### config.mk
export PLATFORM = sky130hd
export DESIGN_NAME = counter_sequencer
export DESIGN_NICKNAME = d
export VERILOG_FILES = /design/src/rtl/counter_sequencer.sv
export SDC_FILE = /design/constraint.sdc
export NUM_CORES = 1
export LEC_CHECK = 0
export CAP_MARGIN = 20
export CORE_ASPECT_RATIO = 1.5
export CORE_UTILIZATION = 40
export CTS_CLUSTER_SIZE = 30
export DETAILED_ROUTE_END_ITERATION = 16
export PLACE_DENSITY = 0.67
export SLEW_MARGIN = 0
export SYNTH_ARGS = -nofsm -noshare
export SYNTH_HDL_FRONTEND = slang
export SYNTH_SLANG_ARGS = --single-unit
### constraint.sdc
create_clock -name clk -period 2.7 [get_ports clk]
set_clock_uncertainty 0.2 [all_clocks]
set_input_delay 0.27 -clock clk [delete_from_list [all_inputs] [get_ports clk]]
set_output_delay 0.27 -clock clk [all_outputs]
set_load 0.05 [all_outputs]
### src/rtl/counter_sequencer.sv
// counter_sequencer
//
// Queues count jobs in a small FIFO and hands them one at a time to a
// downstream counter. Each job is launched with a one-cycle start pulse.
// The job then finishes when the counter reports its last value, or it
// is abandoned after TIMEOUT wait cycles.
//
// Parameters
//   DEPTH    job FIFO depth in entries (power of two, 2..16)
//   TIMEOUT  maximum WAIT cycles per job (1..255)
//
// Ports
//   clk      rising-edge clock for all state
//   reset    synchronous active-high reset
//   i_valid  job request presented
//   i_num    requested count length of the presented job
//   o_ready  a job can be accepted this cycle (FIFO not full)
//   i_cnt    current value from the downstream counter
//   o_run    one-cycle start pulse to the downstream counter
//   o_num    count length of the active job
//   o_busy   a job is launched and not yet finished
//   o_done   one-cycle pulse on successful completion
//   o_err    one-cycle pulse on a rejected (zero-length) job or a timeout
//   o_jobs   saturating count of completed jobs
module counter_sequencer #(
  parameter int DEPTH   = 4,
  parameter int TIMEOUT = 32
) (
  input  logic       clk,
  input  logic       reset,
  input  logic       i_valid,
  input  logic [3:0] i_num,
  output logic       o_ready,
  input  logic [3:0] i_cnt,
  output logic       o_run,
  output logic [3:0] o_num,
  output logic       o_busy,
  output logic       o_done,
  output logic       o_err,
  output logic [7:0] o_jobs
);

  // Pointer width; DEPTH is a power of two, so pointers wrap naturally.
  localparam int AW = (DEPTH > 1) ? $clog2(DEPTH) : 1;
  // Occupancy must be able to represent DEPTH itself.
  localparam int CW = $clog2(DEPTH + 1);

  typedef enum logic [1:0] {
    S_IDLE   = 2'd0,
    S_LAUNCH = 2'd1,
    S_WAIT   = 2'd2,
    S_DONE   = 2'd3
  } state_t;

  state_t state_reg, state_next;

  // Job storage and FIFO bookkeeping
  logic [3:0]    mem [DEPTH];
  logic [AW-1:0] wr_ptr_reg;
  logic [AW-1:0] rd_ptr_reg;
  logic [CW-1:0] count_reg;

  // Job control
  logic [7:0] wait_cnt_reg;
  logic [7:0] jobs_reg;
  logic [3:0] num_reg;
  logic       err_reg;

  // Decoded conditions
  logic full;
  logic empty;
  logic accept;
  logic push;
  logic reject;
  logic complete;
  logic timeout;
  logic pop;
  logic launch;

  // ------------------------------------------------------------------
  // Datapath conditions
  // ------------------------------------------------------------------
  always_comb begin
    full     = (count_reg == CW'(DEPTH));
    empty    = (count_reg == '0);
    // Readiness depends only on the current occupancy, so a pop in the
    // same cycle never lets a push through while full.
    accept   = i_valid && !full;
    push     = accept && (i_num != 4'd0);
    reject   = accept && (i_num == 4'd0);
    // Last value of an N-length count is N-1, compared modulo 16.
    complete = (state_reg == S_WAIT) && (i_cnt == (num_reg - 4'd1));
    // The counter shows how many WAIT cycles have already elapsed, so the
    // TIMEOUT-th WAIT cycle is the one where it equals TIMEOUT-1.
    // Completion on that same cycle wins.
    timeout  = (state_reg == S_WAIT) && !complete &&
               (wait_cnt_reg == 8'(TIMEOUT - 1));
    launch   = (state_reg == S_IDLE) && !empty;
    // The head entry stays in the FIFO while its job runs and is only
    // removed once the job finishes either way.
    pop      = (state_reg == S_DONE) || timeout;
  end

  // ------------------------------------------------------------------
  // FSM: state register
  // ------------------------------------------------------------------
  always_ff @(posedge clk) begin
    if (reset) begin
      state_reg <= S_IDLE;
    end else begin
      state_reg <= state_next;
    end
  end

  // ------------------------------------------------------------------
  // FSM: next-state logic
  // ------------------------------------------------------------------
  always_comb begin
    state_next = state_reg;
    unique case (state_reg)
      S_IDLE: begin
        if (!empty) begin
          state_next = S_LAUNCH;
        end
      end
      S_LAUNCH: begin
        state_next = S_WAIT;
      end
      S_WAIT: begin
        if (complete) begin
          state_next = S_DONE;
        end else if (timeout) begin
          state_next = S_IDLE;
        end
      end
      S_DONE: begin
        state_next = S_IDLE;
      end
      default: begin
        state_next = S_IDLE;
      end
    endcase
  end

  // ------------------------------------------------------------------
  // FSM: outputs
  // ------------------------------------------------------------------
  always_comb begin
    o_run   = (state_reg == S_LAUNCH);
    o_busy  = (state_reg != S_IDLE);
    o_done  = (state_reg == S_DONE);
    o_ready = !full;
    o_err   = err_reg;
    o_num   = num_reg;
    o_jobs  = jobs_reg;
  end

  // ------------------------------------------------------------------
  // Job storage. Entries need no reset; occupancy alone says what is valid.
  // ------------------------------------------------------------------
  always_ff @(posedge clk) begin
    if (push) begin
      mem[wr_ptr_reg] <= i_num;
    end
  end

  // ------------------------------------------------------------------
  // FIFO pointers and occupancy
  // ------------------------------------------------------------------
  always_ff @(posedge clk) begin
    if (reset) begin
      wr_ptr_reg <= '0;
      rd_ptr_reg <= '0;
      count_reg  <= '0;
    end else begin
      if (push) begin
        wr_ptr_reg <= wr_ptr_reg + AW'(1);
      end
      if (pop) begin
        rd_ptr_reg <= rd_ptr_reg + AW'(1);
      end
      unique case ({push, pop})
        2'b10:   count_reg <= count_reg + CW'(1);
        2'b01:   count_reg <= count_reg - CW'(1);
        default: count_reg <= count_reg;
      endcase
    end
  end

  // ------------------------------------------------------------------
  // Active job length, wait counter, error pulse and completion count
  // ------------------------------------------------------------------
  always_ff @(posedge clk) begin
    if (reset) begin
      num_reg      <= 4'd0;
      wait_cnt_reg <= 8'd0;
      err_reg      <= 1'b0;
      jobs_reg     <= 8'd0;
    end else begin
      // o_num is captured once per job and held until the next launch.
      if (launch) begin
        num_reg      <= mem[rd_ptr_reg];
        wait_cnt_reg <= 8'd0;
      end else if (state_reg == S_WAIT) begin
        wait_cnt_reg <= wait_cnt_reg + 8'd1;
      end

      // A rejection and a timeout in the same cycle merge into one pulse.
      err_reg <= reject || timeout;

      if ((state_reg == S_DONE) && (jobs_reg != 8'hFF)) begin
        jobs_reg <= jobs_reg + 8'd1;
      end
    end
  end

endmodule

=== Word level (Yosys, flattened, before mapping) ===
Memories as Yosys holds them, arrays and structs flattened. A register that Yosys moved wholly into a read port is not among the register bits.
Cells that the tools add are included.
W data, S select, Z words.

* Add/sub/neg operators: 7
* Equal/unequal tests: 11
* Multiplexer cells: 7
* Reduce and logical (&&, ||, !) cells: 21

{| class="wikitable"
|+ Operators with widths
! kind !! count
|-
| $add A8 B1 Y8 const B || 2
|-
| $eq A8 B5 Y1 const B || 1
|-
| $logic_and A1 B1 Y1 || 8
|-
| $ne A8 B8 Y1 const B || 1
|-
| $pmux W2 S4 || 1
|-
| $eq A2 B2 Y1 const B || 3
|-
| $mux W2 || 3
|-
| $pmux W3 S2 || 1
|-
| $add A2 B1 Y2 const B || 2
|-
| $eq A2 B1 Y1 const B || 2
|-
| $eq A4 B4 Y1 || 1
|-
| $logic_not A4 Y1 || 1
|-
| $reduce_bool A2 Y1 || 2
|-
| $reduce_bool A4 Y1 || 1
|-
| $sub A4 B1 Y4 const B || 1
|-
| $add A3 B1 Y3 const B || 1
|-
| $eq A3 B3 Y1 const B || 1
|-
| $logic_not A1 Y1 || 3
|-
| $logic_not A3 Y1 || 1
|-
| $ne A3 B3 Y1 const B || 1
|-
| $sub A3 B1 Y3 const B || 1
|-
| $logic_not A2 Y1 || 1
|-
| $logic_or A1 B1 Y1 || 2
|-
| $mux W1 || 2
|-
| other kinds (3) || 3
|}

* Flip-flop bits (word level): 26
* Bits in writable memories: 16
* Input bits: 11
* Output and inout port bits: 17
* Logic and storage cells: 54
* Memories kept: 1

{| class="wikitable"
|+ Memory list
! memory !! words !! bits a word !! rd ports !! clocked after memory_dff !! wr ports !! RTL line !! text
|-
| mem || 4 || 4 || 1 || 1 || 1 || 58 || <nowiki>logic [3:0] mem [DEPTH];</nowiki>
|}

=== Logic depth before layout (Yosys ltp) ===
Gate-level depths: netlist of run 1.

* Word-level depth: 9
* Depth in mapped cells: 12
* Depth with buffers taken out: 12

=== Worst setup path before layout of run 1 ===
OpenSTA, ideal clock, no wires.

* Kind: reg-to-reg
* Start: register num_reg[0], in the netlist o_num[0], read port of mem
* End: register count_reg[2]
* Setup time: 71 ps
* Arrival time: 2,819 ps
* Data required time: 2,429 ps
* Slack: -390 ps
* Cell stages (with the launch flop): 13
* Path buffers: 0
* Clock period less this slack: 3,090 ps
* Cells stage by stage: dfxtp_1 > inv_1 > ha_1 > xnor3_1 > nand3_1 > o21bai_2 > a21oi_1 > ha_1 > inv_1 > fa_1 > xor2_1 > or3_1 > a21oi_1

* Longest elaborated chain between the ends: 9
* Elaborated cells on any way between the ends: 11
* Those cells by class: add/sub: 1; eq/ne: 3; mux: 1; reduce/logical: 6

{| class="wikitable"
|+ RTL lines
! item !! RTL line !! text
|-
| start, declared || 66 || <nowiki>logic [3:0] num_reg;</nowiki>
|-
| $sub A4 B1 Y4 * || 92 || <nowiki>complete = (state_reg == S_WAIT) && (i_cnt == (num_reg - 4'd1));</nowiki>
|-
| $eq A4 B4 Y1 * || 92 ||
|-
| $logic_and A1 B1 Y1 * || 92 ||
|-
| $logic_not A1 Y1 * || 96 || <nowiki>timeout = (state_reg == S_WAIT) && !complete &&</nowiki>
|-
| $logic_and A1 B1 Y1 * (2 in series) || 96 ||
|-
| $logic_or A1 B1 Y1 * || 101 || <nowiki>pop = (state_reg == S_DONE) || timeout;</nowiki>
|-
| named net pop || 77 || <nowiki>logic pop;</nowiki>
|-
| $eq A2 B1 Y1 or $eq A2 B2 Y1 (tied branches) || 182 || <nowiki>unique case ({push, pop})</nowiki>
|-
| $pmux W3 S2 or $reduce_bool A2 Y1 (tied branches) || - ||
|-
| end signal, assigned || 183 || <nowiki>2'b10: count_reg <= count_reg + CW'(1);</nowiki>
|-
| end signal, assigned || 184 || <nowiki>2'b01: count_reg <= count_reg - CW'(1);</nowiki>
|-
| end signal, assigned || 185 || <nowiki>default: count_reg <= count_reg;</nowiki>
|-
| end, declared || 61 || <nowiki>logic [CW-1:0] count_reg;</nowiki>
|}

Mark *: on every way through the listed nets, which the timed path passes. The rest lies on a longest branch.
A chain may end at the register's enable or synchronous reset.

=== Worst setup path in the final report of run 1 ===
* Start: input port i_num[2]
* End: register count_reg[2]

* Longest elaborated chain between the ends: 4
* Elaborated cells on any way between the ends: 6
* Those cells by class: eq/ne: 2; mux: 1; reduce/logical: 3

{| class="wikitable"
|+ RTL lines
! item !! RTL line !! text
|-
| start, declared || 32 || <nowiki>input logic [3:0] i_num,</nowiki>
|-
| $reduce_bool A4 Y1 * || 89 || <nowiki>push = accept && (i_num != 4'd0);</nowiki>
|-
| $logic_and A1 B1 Y1 * || 89 ||
|-
| $eq A2 B1 Y1 or $eq A2 B2 Y1 (tied branches) || 182 ||
|-
| $pmux W3 S2 or $reduce_bool A2 Y1 (tied branches) || - ||
|}

Every way passes the cells marked *; elsewhere a longest branch is shown, timed or not.

==> results of run 1 <==
critical path, stage by stage:
cell and delay, ps:
clkdlybuf4s50_1 420, or4_4 560, and3_4 220, clkinv_4 40
ha_2 170, inv_1 50, fa_2 330, xor2_1 150
or3_1 300, a21oi_1 130
worst min-delay path by stage:
| stage | start | to | slack (ps) | cells after the start |
|---|---|---|---|---|
| 2_1_floorplan | i_num[0] | mem[0][0] | 170 | 0 |
| 3_3_place_gp | wait_cnt_reg[4] | wait_cnt_reg[4] | 280 | 2 |
| 3_5_place_dp | wait_cnt_reg[4] | wait_cnt_reg[4] | 300 | 2 |
| 4_1_cts | wr_ptr_reg[1] | wr_ptr_reg[1] | 310 | 2 |
| 5_1_grt | wait_cnt_reg[1] | wait_cnt_reg[1] | 330 | 2 |
| 6_report | wr_ptr_reg[1] | wr_ptr_reg[1] | 300 | 2 |
per-stage QoR:
stage               utilization (%)  hold WS (ps)  total power, mW  instance area, um2  instances
floorplan                         -           169             1.09                2190        197
finish                         52.9           304             1.62                2730        308
global placement               50.4           285             1.19                2610        298
CTS                            52.2           312             1.63                2700        306
detailed placement             50.4           296             1.20                2610        298
global route                   52.9           330             1.70                2730        308
routing by layer:
| layer | vias to the layer above | global-route usage (%) | wire, um |
|---|---|---|---|
| met1 | 689 | 16.0 | 1640 |
| met2 | 17 | 24.5 | 1990 |
| met3 | 6 | 3.39 | 84 |
| met5 | - | 0 | 0 |
| met4 | 0 | 6.11 | 81 |
| li1 | 767 | - | - |
power breakdown:
part	leakage [nW]	internal (mW)	switching (mW)
clock network	0.0455	0.209	0.224
logic	0.549	0.177	0.202
registers	0.393	0.762	0.0469
total	0.988	1.15	0.473
synthesized netlist by cell type (2+ instances only):
master / n / area, um2
dfxtp_1: 30 / 601
nor2_1: 29 / 109
edfxtp_1: 16 / 480
inv_1: 11 / 41.3
nand2_1: 11 / 41.3
xor2_1: 11 / 96.3
xnor2_1: 9 / 78.8
ha_1: 8 / 100
a21oi_1: 6 / 30.0
mux2i_1: 6 / 60.1
nand3_1: 6 / 30.0
and2_2: 4 / 30.0
mux4_2: 4 / 90.1
nand4_1: 4 / 25.0
nor3_1: 4 / 20.0
and3_1: 3 / 18.8
a21oi_2: 2 / 17.5
buf_1: 2 / 7.51
buf_2: 2 / 10.0
clkbuf_1: 2 / 7.51
nor2b_1: 2 / 12.5
nor3b_1: 2 / 15.0
o21ai_0: 2 / 10.0
or3_1: 2 / 12.5
cell usage in the layout, fill, tap and decap left out, types with 2 or more instances in the layout:
| cell | synthesis | routed |
|---|---|---|
| xnor2_1 | 9 | 9 |
| ha_1 | 8 | 7 |
| nor2_1 | 29 | 29 |
| and2_2 | 4 | 4 |
| nand2_1 | 11 | 11 |
| clkdlybuf4s50_1 | 0 | 27 |
| dfxtp_2 | 0 | 4 |
| o21ai_0 | 2 | 2 |
| nand3_2 | 0 | 2 |
| mux4_2 | 4 | 4 |
| a21oi_2 | 2 | 3 |
| nand3_1 | 6 | 4 |
| nor2b_1 | 2 | 2 |
| or3_1 | 2 | 2 |
| buf_4 | 0 | 15 |
| nand4_1 | 4 | 4 |
| and3_1 | 3 | 2 |
| nor3b_1 | 2 | 2 |
| a21oi_1 | 6 | 5 |
| mux2i_1 | 6 | 6 |
| dfxtp_4 | 0 | 2 |
| xor2_1 | 11 | 11 |
| clkbuf_1 | 2 | 2 |
| inv_1 | 11 | 11 |
| nor3_1 | 4 | 4 |
| clkbuf_8 | 0 | 6 |
| edfxtp_1 | 16 | 16 |
| dfxtp_1 | 30 | 24 |
logic make-up (layout without fill, tap and decap cells):
group	Yosys count	after routing	share of synthesized area [%]
simple gates	75	75	17.9
flops	46	46	49.9
xor+xnor	21	21	9.13
buf+inv	19	62	3.99
compound gates	16	16	5.89
mux	11	11	7.63
fa+ha+maj	9	9	5.55
area by class of cell:
| type | count | area (um2) |
|---|---|---|
| fill | 460 | 2430 |
| timing repair buffer | 42 | 383 |
| sequential | 46 | 1090 |
| multi-input combinational | 132 | 1030 |
| inverter | 12 | 50.0 |
| tap | 68 | 85.1 |
| clock buffer | 8 | 90.1 |
repair_timing:
action,CTS,global route
resized for setup,0,7
hold endpoints to repair,0,0
setup endpoints to repair,0,1
setup buffers,0,2
==> results.json, run 1 <==
{
  "status": "complete, no violations",
  "drc": 0,
  "syn_to_final_growth_pct": 26.2,
  "crit_required_ps": 2730,
  "r2r_slack_ps": 90,
  "vias": 1479,
  "io-pin-count": 28,
  "r2r-end": "count_reg[2]",
  "rsz0062_at_grt": "no",
  "synth_cells": 197,
  "die_y_um": 92.1,
  "core_area_um2": 5160,
  "die_w_um": 62.1,
  "critPathLaunch": "i_num[2]",
  "hold_buffers": 0,
  "rows": 32,
  "critPathArrivalTime_ps": 2650,
  "grt_max_degree": 17,
  "clk_path_buf_depth": 2,
  "clkSinkCount": 46,
  "gp_congestion": 0.746,
  "worst_pin_slew_ps": 517,
  "worstRegToRegCells": 12,
  "criticalPathCategory": "input port to flip-flop",
  "synth_nets": 217,
  "setup_viol": 0,
  "drt_iter0_markers": 37,
  "crit_path_end_kind": "flip-flop",
  "drv_cap": 0,
  "viasPerCell": 4.80,
  "port_buffers": 27,
  "dpl.hpwl_um": 2820,
  "drive_gt1_share_pct": 21.7,
  "diodes": 0,
  "wl_per_cell_um": 12.3,
  "postSynthAreaPerCell_um2": 11.0,
  "min_period_over_period_pct": 97.3,
  "postRouteAntennaNets": 0,
  "cts.root.buffer_cell": "clkbuf_8",
  "die_area_um2": 5720,
  "dp_worst_setup_slack_ps": -287,
  "finalHoldViolations": 0,
  "antenna_found_initial": 0,
  "reg2reg_from": "o_num[0]",
  "syn_area_um2": 2170,
  "ys_seq_area_share_pct": 49.9,
  "drt_first_pass_iters": 4,
  "cts_tree": "built",
  "startpoint_type": "input port",
  "slew_headroom_pct": 65.4,
  "min_period_ps": 2630,
  "synth-seq-cells": 46,
  "timing.final.max_slew_violations": 0,
  "ir_worst_vdd_mv": 0.303,
  "hold_path.class": "flip-flop to flip-flop",
  "ys_types": 43,
  "cp_max_fo": 2,
  "initial_core_util_pct": 41.9,
  "largest_register_ffs": 16,
  "cts_made_buffers": 5,
  "max_clock_freq_mhz": 380,
  "drt-total-wl_um": 3800,
  "clock_latency_ps": 300,
  "p_per_area_nw_per_um2": 593,
  "synth-edff-count": 16,
  "grt_pass1_wl_um": 5990,
  "setup_tns_ps": 0,
  "endpoint": "count_reg[2]",
  "nets": 259,
  "overflow": 0,
  "track_usage_pct": 14.3,
  "ys_warn_count": 0,
  "synth_flop_cell": "dfxtp_1",
  "first_global_vias": 1339,
  "p_leak_nw": 0.988,
  "setup_ws_ps": 71.6,
  "async_flop_share_pct": 0,
  "cts_max_level": 2,
  "cts.clk_slew.worst_paths_ps": 70
}
Note: power is estimated with default switching activity, not from simulation.
==> run 2: changes to the inputs <==
CORE_MARGIN = 3   (was default)
==> results.json, run 2 (synthesis results as in run 1) <==
{
  "status": "complete, no violations",
  "timing.final.max_slew_violations": 0,
  "criticalPathCategory": "input port to flip-flop",
  "cpPeakStageDelay_ps": 550,
  "place_inst": 298,
  "cts_max_level": 2,
  "placed_area_um2": 2610,
  "worst_pin_slew_ps": 514,
  "cts.clk_slew.worst_paths_ps": 70,
  "final_cells": 310,
  "hold_buffers": 0,
  "min_period_ps": 2570,
  "min_period_over_period_pct": 95.4,
  "viasPerCell": 4.74,
  "drc": 0,
  "crit_required_ps": 2720,
  "largest_register_ffs": 16,
  "rsz0062_at_grt": "no",
  "cts_made_buffers": 5,
  "clk_path_buf_depth": 2,
  "gp_congestion": 0.754,
  "antenna_found_initial": 0,
  "wl_per_cell_um": 12.1,
  "overflow": 0,
  "nets": 261,
  "syn_to_final_growth_pct": 27.8,
  "setup_viol": 0,
  "max_clock_freq_mhz": 388,
  "path_cells": "clkdlybuf4s50_1, or4_4, and3_4, clkinv_4, ha_2, inv_1, fa_2, xor2_1, or3_1, a21oi_1",
  "drt_first_pass_iters": 4,
  "die_w_um": 66.1,
  "track_usage_pct": 13.2,
  "crit_path_end_kind": "flip-flop",
  "p_leak_nw": 1.00,
  "dpl.hpwl_um": 2800,
  "vias": 1469,
  "slew_headroom_pct": 65.6,
  "initial_core_util_pct": 41.6,
  "finalHoldViolations": 0,
  "ir_worst_vdd_mv": 0.479,
  "die_area_um2": 6350,
  "drt-total-wl_um": 3740,
  "diodes": 0,
  "grt_pass1_wl_um": 6410,
  "port_buffers": 27,
  "drv_cap": 0,
  "grt_max_degree": 17,
  "io-pin-count": 28,
  "clock_latency_ps": 290,
  "drt_iter0_markers": 36,
  "core_area_um2": 5200,
  "cts.root.buffer_cell": "clkbuf_8",
  "startpoint_type": "input port",
  "critPathArrivalTime_ps": 2600,
  "rows": 32,
  "p_per_area_nw_per_um2": 584,
  "utilization_pct": 53.2,
  "postRouteAntennaNets": 0,
  "cts_tree": "built",
  "cp_max_fo": 2,
  "hold_path.class": "flip-flop to flip-flop",
  "first_global_vias": 1433,
  "setup_tns_ps": 0,
  "fin_area_um2": 2770,
  "slowest_stage": "or4_4",
  "layout_commonest_cell": "nor2_1",
  "drive_gt1_share_pct": 23.1,
  "final_cell_mix": "29 x nor2_1, 27 x clkdlybuf4s50_1, 24 x dfxtp_1",
  "clkSinkCount": 46,
  "die_y_um": 96.1
}
## run 2: cell types whose count changed in the layout (fill, tap and decap cells not counted)
cell      before  now
buf_4         15   17
clkbuf_1       2    1
clkinv_2       0    1
ha_1           7    6
ha_4           0    1
o21bai_2       1    0
o21bai_4       0    1
## run 2: area by class of cell
cell class,instances,area (um2)
Tap cell,68,85.1
Multi-Input combinational cell,132,1050
Timing Repair Buffer,44,398
Clock inverter,1,5.00
Sequential cell,46,1090
Inverter,12,50.0
Fill cell,480,2440
Clock buffer,7,86.3
## run 2: worst max-delay path, delay by kind of cell
family / cells / cell delay (ps)
AND/OR/NAND/NOR: 3 / 1060
buffers and inverters: 3 / 510
adder cells (fa/ha/maj): 2 / 490
XOR/XNOR: 1 / 150
AO/OA/AOI/OAI: 1 / 120
## run 2: final timing paths
| path | slack (ps) | start | cells after the start | to |
|---|---|---|---|---|
| max | 130 | i_num[1] | 10 | count_reg[2] |
| min | 300 | wr_ptr_reg[1] | 2 | wr_ptr_reg[1] |
| max reg2reg | 140 | o_num[0] | 11 | count_reg[2] |
| min reg2reg | 300 | wr_ptr_reg[1] | 2 | wr_ptr_reg[1] |
## run 2: stage by stage
step,power (mW),hold WS [ps],setup WS (ps)
2_1_floorplan,1.09,169,2.98
3_3_place_gp,1.19,286,-234
3_5_place_dp,1.20,294,-273
4_1_cts,1.62,306,19.4
5_1_grt,1.71,333,15.8
6_report,1.62,303,126
## run 2: repair_timing
action	in CTS	in global routing
resized for setup	0	9
endpoints found under the setup margin	0	1
buffers inserted	0	4
## run 2: where the power goes
| part | total, mW | internal [mW] | switching (mW) |
|---|---|---|---|
| logic | 0.384 | 0.180 | 0.204 |
| clock network | 0.422 | 0.207 | 0.216 |
| registers | 0.810 | 0.762 | 0.0481 |
| total | 1.62 | 1.15 | 0.468 |
## run 2: per-layer routing
metal | GRT usage (%) | routed length [um] | share of wire (%)
met1 | 14.8 | 1580 | 42
met2 | 23.0 | 1990 | 53
met3 | 2.57 | 101 | 2.7
met4 | 7.12 | 63 | 1.7
met5 | 0 | 0 | 0
